<file path="config.mk">
export PLATFORM = sky130hd
export DESIGN_NAME = regfile_scoreboard
export DESIGN_NICKNAME = d
export VERILOG_FILES = /design/src/rtl/regfile_pkg.sv /design/src/rtl/regfile_bypass_mux.sv /design/src/rtl/regfile_scoreboard.sv
export SDC_FILE = /design/constraint.sdc
export NUM_CORES = 2
export LEC_CHECK = 0
export ABC_CLOCK_PERIOD_IN_PS = 54200
export CAP_MARGIN = 20
export CORE_ASPECT_RATIO = 0.7
export CORE_MARGIN = 2
export CORE_UTILIZATION = 35
export CTS_CLUSTER_SIZE = 30
export DETAILED_ROUTE_END_ITERATION = 8
export SLEW_MARGIN = 25
export SYNTH_ARGS = -nofsm -noshare
export SYNTH_HDL_FRONTEND = slang
export SYNTH_SLANG_ARGS = --single-unit
</file>
<file path="constraint.sdc">
create_clock -name clk -period 54.2 [get_ports clk]
set_input_delay 10.84 -clock clk [delete_from_list [all_inputs] [get_ports clk]]
set_output_delay 10.84 -clock clk [all_outputs]
set_load 0.02 [all_outputs]
</file>
<file path="src/rtl/regfile_pkg.sv">
// Shared defaults and types for the multi-port register file with scoreboard.
package regfile_pkg;
  localparam int unsigned XLEN_DEF  = 32;
  localparam int unsigned NREGS_DEF = 32;

  function automatic int unsigned addr_width(input int unsigned nregs);
    return (nregs < 2) ? 1 : $clog2(nregs);
  endfunction

  localparam int unsigned AW_DEF = addr_width(NREGS_DEF);

  typedef logic [AW_DEF-1:0]   reg_addr_t;
  typedef logic [XLEN_DEF-1:0] reg_data_t;
endpackage

</file>
<file path="src/rtl/regfile_bypass_mux.sv">
// Per-read-port operand select: highest-index matching write port, else stored value, else zero.
module regfile_bypass_mux
  import regfile_pkg::*;
#(
  parameter int unsigned XLEN     = XLEN_DEF,
  parameter int unsigned AW       = AW_DEF,
  parameter int unsigned NWR      = 2,
  parameter int unsigned ZERO_REG = 1
) (
  input  logic [AW-1:0]       rd_addr,
  input  logic [XLEN-1:0]     stored,
  input  logic [NWR-1:0]      we,
  input  logic [NWR*AW-1:0]   wr_addr,
  input  logic [NWR*XLEN-1:0] wr_data,
  output logic [XLEN-1:0]     rd_data
);

  always_comb begin
    rd_data = stored;
    // Ascending scan so the last match (highest port index) wins.
    for (int unsigned j = 0; j < NWR; j++) begin
      if (we[j] && (wr_addr[j*AW +: AW] == rd_addr)) begin
        rd_data = wr_data[j*XLEN +: XLEN];
      end
    end
    if ((ZERO_REG != 0) && (rd_addr == '0)) begin
      rd_data = '0;
    end
  end

endmodule

</file>
<file path="src/rtl/regfile_scoreboard.sv">
// Multi-port register file with write-first bypass and per-register pending-write scoreboard.
module regfile_scoreboard
  import regfile_pkg::*;
#(
  parameter int unsigned XLEN     = XLEN_DEF,
  parameter int unsigned NREGS    = NREGS_DEF,
  parameter int unsigned NRD      = 2,
  parameter int unsigned NWR      = 2,
  parameter int unsigned ZERO_REG = 1,
  localparam int unsigned AW      = addr_width(NREGS)
) (
  input  logic                clk,
  input  logic                rst,
  input  logic [NRD*AW-1:0]   rd_addr,
  output logic [NRD*XLEN-1:0] rd_data,
  output logic [NRD-1:0]      rd_busy,
  input  logic [NWR-1:0]      we,
  input  logic [NWR*AW-1:0]   wr_addr,
  input  logic [NWR*XLEN-1:0] wr_data,
  input  logic                issue_valid,
  input  logic [AW-1:0]       issue_addr,
  output logic                issue_ok,
  output logic [NREGS-1:0]    pending
);

  logic [XLEN-1:0]  regs_q [NREGS];
  logic [XLEN-1:0]  regs_d [NREGS];
  logic [NREGS-1:0] pending_q, pending_d;
  logic [NREGS-1:0] clr;
  logic             issue_zero;
  logic             issue_acc;

  always_comb begin
    regs_d = regs_q;
    clr    = '0;
    for (int unsigned j = 0; j < NWR; j++) begin
      if (we[j]) begin
        clr[wr_addr[j*AW +: AW]] = 1'b1;
        if (!((ZERO_REG != 0) && (wr_addr[j*AW +: AW] == '0))) begin
          regs_d[wr_addr[j*AW +: AW]] = wr_data[j*XLEN +: XLEN];
        end
      end
    end
    issue_zero = (ZERO_REG != 0) && (issue_addr == '0);
    // A writeback landing this cycle frees the register for immediate re-reservation.
    issue_acc  = issue_valid && (issue_zero || !pending_q[issue_addr] || clr[issue_addr]);
    pending_d  = pending_q & ~clr;
    if (issue_acc && !issue_zero) begin
      pending_d[issue_addr] = 1'b1;
    end
  end

  always_ff @(posedge clk or posedge rst) begin
    if (rst) begin
      for (int unsigned r = 0; r < NREGS; r++) begin
        regs_q[r] <= '0;
      end
      pending_q <= '0;
    end else begin
      regs_q    <= regs_d;
      pending_q <= pending_d;
    end
  end

  assign issue_ok = issue_acc & ~rst;
  assign pending  = pending_q;

  for (genvar i = 0; i < NRD; i++) begin : g_rd
    logic [AW-1:0]   ra;
    logic [XLEN-1:0] mux_data;
    logic            ra_zero;

    assign ra      = rd_addr[i*AW +: AW];
    assign ra_zero = (ZERO_REG != 0) && (ra == '0);

    regfile_bypass_mux #(
      .XLEN     (XLEN),
      .AW       (AW),
      .NWR      (NWR),
      .ZERO_REG (ZERO_REG)
    ) u_mux (
      .rd_addr (ra),
      .stored  (regs_q[ra]),
      .we      (we),
      .wr_addr (wr_addr),
      .wr_data (wr_data),
      .rd_data (mux_data)
    );

    assign rd_data[i*XLEN +: XLEN] = rst ? '0 : mux_data;
    assign rd_busy[i] = pending_q[ra] & ~clr[ra] & ~ra_zero & ~rst;
  end

endmodule
</file>
# [After elaboration in Yosys (flattened, before gate mapping)]
# Cells that the tools add are included.
[totals] reg_bits=1056 mem_bits_ro=0 ramBits=0 mem_count=0 latch_bits=0
[op_classes] mux=45 order_cmp=14 n_bitwise=20 n_shift=0 mul=0 reduce_logical=20 div_mod_pow=0 addsub=0 n_eq_ne=4
[op_table] cell="two-way mux 1024 bit" count=4
[op_table] cell="bitwise mux 1024 bit" count=2
[op_table] cell="two-way mux 32 bit" count=17
[op_table] cell="binary-select mux 32 bit (select 5 bit)" count=2
[op_table] cell="demux 32 bit (select 5 bit)" count=2
[op_table] cell="OR 32 bit" count=2
[op_table] cell="bitwise AND 32 bit" count=1
[op_table] cell="NOT 32 bit" count=1
[op_table] cell="binary-select mux 1 bit (select 5 bit)" count=6
[op_table] cell="< comparator 5 x 6 -> 1 bit (second input constant)" count=5
[op_table] cell="zero test 5 bit" count=5
[op_table] cell=">= comparator 6 bit (second input constant)" count=4
[op_table] cell="NOT 5 -> 6 bit" count=4
[op_table] cell="== test 5 bit" count=4
[op_table] cell="demux 1 bit (select 5 bit)" count=3
[op_table] cell=">= comparator 5 x 1 -> 1 bit (second input constant)" count=3
[op_table] cell="< comparator 6 x 1 -> 1 bit (second input constant)" count=2
[op_table] cell="logical AND 1 bit" count=11
[op_table] cell="two-way mux 1 bit" count=9
[op_table] cell="bitwise AND 1 bit" count=7
[op_table] cell="NOT 1 bit" count=5
[op_table] cell="zero test 1 bit" count=2
[op_table] cell="logical OR 1 bit" count=2

# [Longest topological paths before layout]
[logic_depth] ltp_word=13 mapped_depth=11

# [By module]
# From an unflattened synthesis, not the netlist that was laid out.
[hier_totals] hier_cells=6493 hier_area_um2=68603.3
[by_module_without_submodules] module="regfile_scoreboard" cells_each=6101 n_inst=1 area_per_inst_um2=66100.9
[by_module_without_submodules] module="regfile_bypass_mux" cells_each=196 n_inst=2 area_per_inst_um2=1251.2

# [Worst setup path before layout]
# OpenSTA, ideal clock, no wires.
[synth_timing] kind="input port to output port" from="in rst" to="out rd_busy[0]" required_ps=43360 path_stages=5 setup_slack_ps=4607 arrival_ps=38753 cell_sequence="inv_1 > o21ai_0 > or2_2 > a2111oi_0 > o32a_1"
[synth_via] elab_chain_cells=2
[synth_lines] item="start: declaration" line="regfile_scoreboard.sv:13" source="input logic rst,"
[synth_lines] item="NOT 1 bit" line="regfile_scoreboard.sv:91" source="assign rd_busy[i] = pending_q[ra] & ~clr[ra] & ~ra_zero & ~rst;"
[synth_lines] item="bitwise AND 1 bit" line="regfile_scoreboard.sv:91"
[synth_lines] item="end: declaration" line="regfile_scoreboard.sv:16" source="output logic [NRD-1:0] rd_busy,"
# No other way between the ends.

# [Worst setup path in the final report]
[layout_timing] from="in wr_addr[2]" to="out issue_ok"
[layout_via] elab_chain_cells=12 word_cells_on_any_way=13
[layout_lines] item="start: declaration" line="regfile_scoreboard.sv:18" source="input logic [NWR*AW-1:0] wr_addr,"
[layout_lines] item="< comparator 5 x 6 -> 1 bit (implied by the code) / >= comparator 5 x 1 -> 1 bit (equally long branches)" line="regfile_scoreboard.sv:38" source="clr[wr_addr[j*AW +: AW]] = 1'b1;"
[layout_lines] item="logical AND 1 bit (implied by the code)" line="regfile_scoreboard.sv:38"
[layout_lines] item="two-way mux 1 bit (implied by the code)" line="regfile_scoreboard.sv:38"
[layout_lines] item="demux 1 bit (select 5 bit) (*)" line="regfile_scoreboard.sv:38"
[layout_lines] item="two-way mux 32 bit (*)" line="regfile_scoreboard.sv:37" source="if (we[j]) begin"
[layout_lines] item="OR 32 bit (no line)"
[layout_lines] item="two-way mux 32 bit (*)" line="regfile_scoreboard.sv:37"
[layout_lines] item="binary-select mux 1 bit (select 5 bit) (*)" line="regfile_scoreboard.sv:46" source="issue_acc = issue_valid && (issue_zero || !pending_q[issue_addr] || clr[issue_addr]);"
[layout_lines] item="two-way mux 1 bit (implied by the code) (*)" line="regfile_scoreboard.sv:46"
[layout_lines] item="logical OR 1 bit (*)" line="regfile_scoreboard.sv:46"
[layout_lines] item="logical AND 1 bit (*)" line="regfile_scoreboard.sv:46"
[layout_lines] item="bitwise AND 1 bit (*)" line="regfile_scoreboard.sv:65" source="assign issue_ok = issue_acc & ~rst;"
[layout_lines] item="end: declaration" line="regfile_scoreboard.sv:22" source="output logic issue_ok,"
# Every way passes the cells marked *; elsewhere a longest branch is shown, timed or not. The select of a mux whose other input is x is not followed.

==> flow_summary.toml <==
[route]
drc_errors = 0
ant_nets = 0
dr.pass1.iters = 7
routed_wl_mm = 281.1
vias = 55968
wire_per_inst_um = 32.58
vias_per_cell = 6.487
drt_iter0_markers = 9630

[pwr]
ir_worst_vdd_v = 0.00002668
p_clk_share_pct = 29.4
p_leak_nw = 31.29
combPwrFrac_pct = 27.8
p_int_mw = 1.869
p_sw_uw = 878.9
power.density_nw_per_um2 = 36.57
seq_power_share_pct = 42.7
swShare_pct = 31.98
p_total_mw = 2.748

[sta]
period_needed_ps = 26520
timing.fmax_mhz = 37.71
slew_viol_final = 0
finalHoldViolCount = 0
rsz0062_at_grt = "no"
slew_headroom_pct = 20.16
worst_clock_skew_ps = 21.15
fin_crit_sh_pct = 48.92
worstMarginPinSlew_ps = 1198
setup_viol = 0
finalSetupTns_ps = 0

[layout]
drive_above_1_share_pct = 18.63
nNetsFinal = 6117
nFillCells = 18244
seqCellArea_um2 = 26430
syn2layout_area_growth_pct = 11.32
multi_input_area_um2 = 38290

[synthesis]
ys_seq_area_share_pct = 39.14
yosysWarnings = 0
syn_nets = 6459
avgSynthCellArea_um2 = 10.61
netlist_area_um2 = 67510
ys_types = 80
synth_edf_count = 0
synth_seq_cells = 1056
ys_async_sr_fraction_pct = 100.0
ys.flop_type = "dfrtp_1"
synthCells = 6365

[floorplanning]
pin_count = 193
start_util_pct = 35.32
die_y_um = 371.4
rows = 134
die-area_um2 = 196500
die_w_um = 528.9
placeableCoreArea_um2 = 191100

[clock_network]
cts_setup_buffers = 0
clkTransAtPathRegs_ps = 70
cts_buffers = 111
cts_hold_buf = 0
worstSkewPairLatency_ps = 750
cts_resized = 0
htreeDepth = 3
cts.sinks = 1056
root_buffer = "clkbuf_16"
clockBufferDepth = 3
cts_tree = "yes"

[worst_hold_path]
hold_class = "reg2reg"

[global_route]
grt_max_degree = 165
grt_pass1_vias = 52242
grt_overflow = 0
antenna_found_initial = 8
grt_pass1_wl_mm = 397.1
grt_use_total_pct = 27.97

[critical_path]
worstPathMaxFanout = 33
path_delay_family = "buffers and inverters"
critPathSlowestCell = "buf_4"
worstSetupPathType = "in2out"
cp.arrival_ps = 15680
critPathMaxStageDelay_ps = 890
cp_num_buf_inv = 4
required_ps = 43360
path_cells = "clkdlybuf4s50_1 -> nand4b_1 -> nor2_4 -> buf_4 -> a31oi_1 -> mux2_2 -> o311ai_2 -> nor4_4 -> buf_4 -> nor3b_1 -> clkdlybuf4s50_1"
cp-start-kind = "primary input"
worst_setup_path_end_kind = "output pin"

[flow_run]
max_cap_violations = 0

[status]
status = "completed"

[placed_design]
dp_hpwl_mm = 153.0
gp_congestion = 0.9396
io_buffers = 192
[layout make-up]
class,count,area share (%)
tap,2516,4.189
timing repair buffer,368,4.604
sequential,1056,35.16
inverter,15,0.09158
clock buffer,155,4.279
clock inverter,42,0.6976
multi-input combinational,4471,50.96
antenna,5,0.01665
[Yosys cell counts (5+ instances only)]
cell       number  area, um^2
nor2b_1        23       143.9
inv_1          15       56.30
a22o_1         64       560.5
clkbuf_1      565        2121
nand3b_1        7       52.55
or3_1           5       31.28
buf_6           7       78.83
and2_1         20       125.1
xor2_1         16       140.1
nor3_1         14       70.07
clkbuf_2        5       25.02
o31ai_1        30       225.2
mux2_2          6       67.56
buf_2          95       475.5
mux2i_1       866        8668
nor4_1          7       43.79
a211oi_1        7       52.55
o22ai_1         6       37.54
dfrtp_1      1056       26430
a32oi_1        33       289.0
a31oi_1       175        1095
a2111oi_0       8       70.07
nand3_1        27       135.1
a21oi_1       588        2943
and3_1          8       50.05
nand2_1       733        2751
nand2b_1       11       68.82
nor2_1        781        2932
a22oi_1        13       97.59
mux4_2        661       14890
o21ai_0       281        1406
buf_1         143       536.8
nand4_1         5       31.28
buf_4           8       60.06
[flip-flops by register name, indices dropped and copies added, names as in the netlist]
| register | cells |
|---|---|
| pending | 32 |
| regs_q | 1024 |
[worst paths after layout]
kind | from | end | slack, ps | cells past startpoint
max | wr_addr[2] | issue_ok | 27690 | 11
min | regs_q[1012] | regs_q[1012] | 400 | 0
max reg2reg | pending[13] | pending[1] | 51510 | 8
min reg2reg | regs_q[1012] | regs_q[1012] | 400 | 0
max in group asynchronous | rst | regs_q[395] | 39770 | 7
min in group asynchronous | rst | pending[19] | 10690 | 2
[per-layer routing]
metal  track usage (%)  routed length, um
met1             39.47             111200
met2             38.26             114200
met3             10.45              42350
met4             11.50              13270
met5                 0                 35
[logic make-up (layout without fill, tap and decap cells)]
group                     after synthesis  count (layout)  synth area share [%]
xor gates and xnor gates               20              20                0.2595
and+or+nand+nor                      1683            1683                 10.18
AOI/OAI and AO/OA                    1235            1235                 10.46
buffers and inverters                 838             580                 4.967
other                                   0               5                     0
muxes                                1533            1533                 34.99
DFF                                  1056            1056                 39.14
[metrics by stage]
| stage | util [%] | hold WS (ps) | worst slack, ps | std cells | area [um^2] |
|---|---|---|---|---|---|
| final | 39.32 | 396.9 | 27690 | 8628 | 75150 |
| after global routing | 39.31 | 409.2 | 27610 | 8624 | 75140 |
| after global placement | 37.23 | 376.3 | 27590 | 8420 | 71170 |
| after floorplan | - | 441.3 | 4607 | 6365 | 67510 |
| after detailed placement | 37.26 | 383.3 | 27790 | 8422 | 71220 |
| after CTS | 39.22 | 397.2 | 27790 | 8619 | 74960 |
[placed cells by master (no fill, tap or decap), types with 8 or more instances in the layout]
cell type and count:
bufinv_16 9, nand3_1 18, and2_1 14, a2111oi_0 8, nor2b_1 20, clkdlybuf4s50_1 177, buf_6 19, a32oi_1 33
clkbuf_1 19, xor2_1 16, nor2_4 20, nand3_4 9, o31ai_1 30, nand2b_1 10, a31oi_1 175, o21ai_0 280
nor3_1 9, buf_4 151, a22oi_1 13, clkbuf_16 113, mux2i_1 866, nand2_4 23, dfrtp_1 1056, clkinv_2 20
clkbuf_8 23, mux4_2 661, a21oi_1 588, nor2_1 762, a22o_1 64, nand2_1 705, inv_1 13
[worst register-to-register path: stages (launching register included)]
cell,delay [ps]
dfrtp_1,460
mux4_2,470
mux2_2,290
a32oi_1,200
nand4b_1,220
nand4_1,190
nor4_4,50
buf_4,250
o31ai_1,410
[power by group through the flow]
stage,registers [mW],logic (mW),clock network [mW]
floorplan,1.12,0.567,0
global placement,1.16,0.734,0
detailed placement,1.17,0.754,0
CTS,1.16,0.755,0.812
global route,1.19,0.814,0.845
finish,1.17,0.765,0.809
No activity file was read; power rests on OpenSTA's default activity.
